### src/rtl/snax_acc_csr_responder.sv
// Accelerator-offload responder: decodes offloaded CSR instructions, holds config CSRs and a
// start/status CSR, and returns tagged read responses through a registered FIFO.
module snax_acc_csr_responder #(
  parameter int unsigned DataWidth     = 32,
  parameter int unsigned NumCsr        = 8,
  parameter logic [11:0] CsrAddrOffset = 12'h3C0,
  parameter int unsigned RspFifoDepth  = 2
) (
  input  logic                            clk_i,
  input  logic                            rst_ni,
  input  logic                            acc_qvalid_i,
  output logic                            acc_qready_o,
  input  logic [4:0]                      acc_qid_i,
  input  logic [31:0]                     acc_qdata_op_i,
  input  logic [DataWidth-1:0]            acc_qdata_arga_i,
  output logic                            acc_pvalid_o,
  input  logic                            acc_pready_i,
  output logic [4:0]                      acc_pid_o,
  output logic                            acc_perror_o,
  output logic [DataWidth-1:0]            acc_pdata_o,
  output logic [(NumCsr-1)*DataWidth-1:0] csr_o,
  output logic                            start_o,
  input  logic                            acc_busy_i
);

  localparam int unsigned NumCfg    = NumCsr - 1;
  localparam int unsigned PtrW      = (RspFifoDepth > 1) ? $clog2(RspFifoDepth) : 1;
  localparam int unsigned CntW      = $clog2(RspFifoDepth + 1);
  localparam logic [11:0] StatusIdx = 12'(NumCsr - 1);
  localparam logic [11:0] NumCsrW   = 12'(NumCsr);

  typedef struct packed {
    logic [4:0]           id;
    logic                 error;
    logic [DataWidth-1:0] data;
  } rsp_t;

  // Request decode
  logic [6:0]  opcode;
  logic [2:0]  funct3;
  logic [4:0]  rs1;
  logic [11:0] csr_addr;
  logic [11:0] idx;
  logic        in_range, is_status, is_write, is_read;
  logic        req_fire, push, pop, full, empty;
  logic        unused_rd;

  assign opcode    = acc_qdata_op_i[6:0];
  assign funct3    = acc_qdata_op_i[14:12];
  assign rs1       = acc_qdata_op_i[19:15];
  assign csr_addr  = acc_qdata_op_i[31:20];
  assign unused_rd = ^acc_qdata_op_i[11:7];
  assign idx       = csr_addr - CsrAddrOffset;
  assign in_range  = (csr_addr >= CsrAddrOffset) && (idx < NumCsrW);
  assign is_status = in_range && (idx == StatusIdx);
  assign is_write  = (opcode == 7'h73) && (funct3 == 3'b001);
  assign is_read   = (opcode == 7'h73) && (funct3 == 3'b010) && (rs1 == 5'd0);

  logic start_q, start_d;

  // Full blocks only responding requests; writes never push, so they may pass a full FIFO.
  always_comb begin
    acc_qready_o = 1'b1;
    if (!is_write && full) acc_qready_o = 1'b0;
    if (is_write && (acc_busy_i || start_q)) acc_qready_o = 1'b0;
  end

  assign req_fire = acc_qvalid_i && acc_qready_o;
  assign start_d  = req_fire && is_write && is_status && acc_qdata_arga_i[0];

  // Config CSR bank
  logic [DataWidth-1:0] csr_q [NumCfg];

  always_ff @(posedge clk_i or negedge rst_ni) begin
    if (!rst_ni) begin
      for (int i = 0; i < NumCfg; i++) csr_q[i] <= '0;
      start_q <= 1'b0;
    end else begin
      for (int i = 0; i < NumCfg; i++) begin
        if (req_fire && is_write && in_range && (idx == 12'(i))) csr_q[i] <= acc_qdata_arga_i;
      end
      start_q <= start_d;
    end
  end

  for (genvar g = 0; g < NumCfg; g++) begin : g_csr_out
    assign csr_o[g*DataWidth +: DataWidth] = csr_q[g];
  end

  assign start_o = start_q;

  // Response formation
  rsp_t rsp_d;

  always_comb begin
    rsp_d    = '0;
    rsp_d.id = acc_qid_i;
    if (is_read && in_range) begin
      if (is_status) begin
        rsp_d.data = {{(DataWidth-1){1'b0}}, acc_busy_i | start_q};
      end else begin
        for (int i = 0; i < NumCfg; i++) begin
          if (idx == 12'(i)) rsp_d.data = csr_q[i];
        end
      end
    end else begin
      rsp_d.error = 1'b1;
    end
  end

  // Response FIFO
  rsp_t            mem_q [RspFifoDepth];
  logic [PtrW-1:0] wr_ptr_q, rd_ptr_q;
  logic [CntW-1:0] cnt_q;
  rsp_t            head;

  function automatic logic [PtrW-1:0] ptr_inc(input logic [PtrW-1:0] p);
    return (p == PtrW'(RspFifoDepth - 1)) ? '0 : p + 1'b1;
  endfunction

  assign full  = (cnt_q == CntW'(RspFifoDepth));
  assign empty = (cnt_q == '0);
  assign push  = req_fire && !is_write;
  assign pop   = !empty && acc_pready_i;

  always_ff @(posedge clk_i or negedge rst_ni) begin
    if (!rst_ni) begin
      for (int i = 0; i < RspFifoDepth; i++) mem_q[i] <= '0;
      wr_ptr_q <= '0;
      rd_ptr_q <= '0;
      cnt_q    <= '0;
    end else begin
      if (push) begin
        mem_q[wr_ptr_q] <= rsp_d;
        wr_ptr_q        <= ptr_inc(wr_ptr_q);
      end
      if (pop) rd_ptr_q <= ptr_inc(rd_ptr_q);
      unique case ({push, pop})
        2'b10:   cnt_q <= cnt_q + 1'b1;
        2'b01:   cnt_q <= cnt_q - 1'b1;
        default: cnt_q <= cnt_q;
      endcase
    end
  end

  assign head         = mem_q[rd_ptr_q];
  assign acc_pvalid_o = !empty;
  assign acc_pid_o    = empty ? 5'd0 : head.id;
  assign acc_perror_o = empty ? 1'b0 : head.error;
  assign acc_pdata_o  = empty ? '0 : head.data;

endmodule

### config.mk
export PLATFORM = sky130hd
export DESIGN_NAME = snax_acc_csr_responder
export DESIGN_NICKNAME = d
export VERILOG_FILES = /design/src/rtl/snax_acc_csr_responder.sv
export SDC_FILE = /design/constraint.sdc
export NUM_CORES = 1
export LEC_CHECK = 0
export ABC_CLOCK_PERIOD_IN_PS = 3600
export CAP_MARGIN = 20
export CORE_MARGIN = 4
export CORE_UTILIZATION = 50
export CTS_CLUSTER_DIAMETER = 30
export DETAILED_ROUTE_END_ITERATION = 10
export HOLD_SLACK_MARGIN = 0.12
export PLACE_DENSITY = 0.81
export SETUP_SLACK_MARGIN = 0.15
export SLEW_MARGIN = 5
export SYNTH_ARGS = -nofsm -noshare
export SYNTH_HDL_FRONTEND = slang
export SYNTH_SLANG_ARGS = --single-unit
### constraint.sdc
create_clock -name clk_i -period 3.6 [get_ports clk_i]
set_clock_uncertainty 0.2 [all_clocks]
set_input_delay 0.72 -clock clk_i [delete_from_list [all_inputs] [get_ports clk_i]]
set_output_delay 0.72 -clock clk_i [all_outputs]
set_load 0.01 [all_outputs]
==> impl_metrics.yaml <==
run_status:
  status: "finished clean"
timing:
  fin_ws_ps: 261.8
  maxSlewViolCount: 0
  worst_pin_slew_ps: 671.0
  setup_viol: 0
  min_period_ps: 3338
  rsz0062_at_grt: "false"
  hold_violations: 0
  relSlewSlack_pct: 55.27
  final.period_utilization_pct: 92.73
  fmax_ghz: 0.2996
  final.setup.tns_ps: 0
grt:
  grt_util_all_layers_pct: 31.81
  gr-total-overflow: 0
  met2_usage_pct: 48.92
  grt_util_met1_pct: 41.70
  grt_first_pass_wirelength_mm: 76.29
  grt_pass1_vias: 12688
  antenna_found_initial: 3
  grt_max_degree: 84
  grtUsageMet3_pct: 8.373
  grt_busiest_layer: "met2"
critical_path:
  critPathLaunchType: "register"
  r2r_cells: 6
  crit_path_end: "acc_pdata_o[1]"
  path_cells: "buf_4, mux2i_1, nor2_1, clkdlybuf4s50_1"
  max_stage_delay_ps: 700
  startpoint: "rd_ptr_q$_DFFE_PN0P_"
  worstPathArrival_ps: 2420
  regToRegEndpoint: "csr_o[151]$_DFFE_PN0P_"
  setup.worst_path.class: "register to output port"
  r2r_setup_slack_ps: 680
  setup.worst_path.end_class: "output port"
  required_ps: 2680
  crit_fanout: 17
  crit_family: "buffers and inverters"
  path_buf_inv: 2
  worstSetupPathDepth: 4
  crit_slowest_cell: "dfrtp_2"
  r2r_start: "start_o$_DFF_PN0_"
placed_design:
  portBuffers: 333
  placed_cell_area_um2: 18340
  dpl.hpwl_mm: 34.04
  place.gp.congestion: 0.8746
  pre_cts_ws_ps: -209.6
cells_and_area:
  syn2layout_area_growth_pct: 45.25
  drive_gt1_share_pct: 27.21
  postLayoutCellArea_um2: 20540
  nets: 1646
yosys:
  yosysMostFrequentCell: "dfrtp_1"
  synth-edff-count: 0
  synth_top_area_cell: "dfrtp_1"
  synth-xor-area-share_pct: 0.2478
  synth_area_um2: 14140
  synth_top_family_by_area: "multiplexers"
  synth_ff_type: "dfrtp_1"
  postSynthCellCount: 1185
  synthAdderAreaFrac_pct: 0.08849
  avgSynthCellArea_um2: 11.93
  synth-seq-cells: 305
  ys_seq_area_share_pct: 53.98
  synth_nets: 1260
  yosys-top-cells-count: "305 x dfrtp_1, 216 x mux2_2, 119 x nand2_1"
  synth_top_area_share_pct: 53.98
  synthMuxAreaShare_pct: 20.92
  yosys.area_share.simple_pct: 9.566
  synth_compound_area_share_pct: 11.61
  ys_types: 53
  synth_async_sr_flop_share_pct: 100.0
  synthTopCellsByArea: "dfrtp_1 54%, mux2_2 17%, nand2_1 3.2%, mux2i_1 2.8%, o22ai_1 2.5%"
  synth_warnings: 0
power_and_ir_drop:
  power.leakage_nw: 9.328
  p_per_area_nw_per_um2: 521.0
  peakVddDrop_uv: 404.6
floorplanning:
  placementRows: 61
  die_y_um: 176.2
  dieArea_um2: 31030
  start_util_pct: 50.76
  die_w_um: 176.2
  core_area_um2: 27860
  ios: 339
clocking:
  clockBufferDepth: 3
  cts_num_sinks: 305
  clk_latency_ps: 560
  htreeDepth: 2
  numCtsBuffers: 58
  cts_tree: "done"
  cts_root_buffer: "clkbuf_16"
  cts.clk_slew.worst_paths_ps: 50
drt:
  via_per_inst: 6.041
  drtAntennaViolNets: 0
  dr.pass1.iters: 5
  routed-via-count: 12095
  routed_wl_mm: 50.25
  drt_iter0_markers: 1064
  wl_per_cell_um: 25.10
  remaining_drc_errors: 0
min_path:
  hold_class: "register to register"
  hold_start: "mem_q[28]$_DFFE_PN0P_"
run:
  maxCapViolCount: 0
## registers in the layout, indices dropped and copies added (netlist names)
| register | cells |
|---|---|
| csr_o | 224 |
| mem_q | 76 |
| cnt_q | 2 |
| rd_ptr_q | 1 |
| start_o | 1 |
| wr_ptr_q | 1 |
## layer usage
metal,vias to the layer above,wire (um)
met5,-,0
met3,192,5134
li1,5139,-
met1,6002,19280
met2,762,22930
met4,0,2909
## stage by stage
stage                     utilization [%]  hold WS (ps)  total power, mW  instances
after CTS                           73.65         279.6            10.75       1998
after global placement              65.85         256.0            4.832       1887
after global routing                73.73         304.9            11.02       2002
after detailed placement            65.85         264.7            4.858       1887
after floorplan                         -         224.4            4.286       1185
final                               73.73         274.1            10.70       2002
## worst reg2reg max path: cells and delay by family, from the launching register on
kind	cells	cell delay (ps)
flip-flops	1	390
AND/OR/NAND/NOR	3	1310
buffers and inverters	2	520
multiplexers	1	380
## cell usage in the layout (no fill, tap or decap), drive strengths merged, types with 3 or more instances in the layout
master,n
nand3b,34
mux2i,39
clkinvlp,4
o22a,12
nor3,7
a22oi,27
a2bb2oi,11
buf,91
bufinv,12
dfrtp,305
or2,5
nor4,8
clkinv,21
nor4b,4
nand2b,7
o21ai,55
clkdlybuf4s50,330
nand2,119
o221ai,16
a21oi,6
nand3,5
clkbuf,68
or3,3
a31oi,15
mux2,226
and3,6
o22ai,57
nor2,46
a22o,32
diode,3
inv,22
## report_power, final
group          switching (mW)  total, mW  internal (mW)  leakage [nW]
combinational           0.642       1.18          0.535          4.12
clock                    1.84       5.89           4.04          1.07
sequential              0.109       3.64           3.53          4.14
total                    2.59       10.7           8.11          9.33
## repair_timing
item	4_1_cts	5_1_grt
setup endpoints to repair	0	1
buffers inserted	0	1
hold buffers	1	0
gates resized for setup	0	1
hold endpoints to repair	74	0
## layout make-up
type	count	area [um^2]
fill	1815	7320
sequential	305	7634
antenna	3	7.507
multi-input combinational	767	6060
tap	378	473.0
clock inverter	42	561.8
inverter	17	63.81
clock buffer	68	1603
timing repair buffer	422	4136
## worst min path at each step
stage          cells after the start               endpoint
2_1_floorplan                      0   cnt_q[0]$_DFFE_PN0P_
3_3_place_gp                       2  mem_q[38]$_DFFE_PN0P_
3_5_place_dp                       2   mem_q[0]$_DFFE_PN0P_
4_1_cts                            2  mem_q[66]$_DFFE_PN0P_
5_1_grt                            2  mem_q[49]$_DFFE_PN0P_
6_report                           2  mem_q[28]$_DFFE_PN0P_
## logic make-up after synthesis
family	after synthesis
mux	266
buf+inv	113
fa+ha+maj	1
flops	305
simple gates	258
xor+xnor	4
compound gates	238
Power figures use the tool's default switching activity.
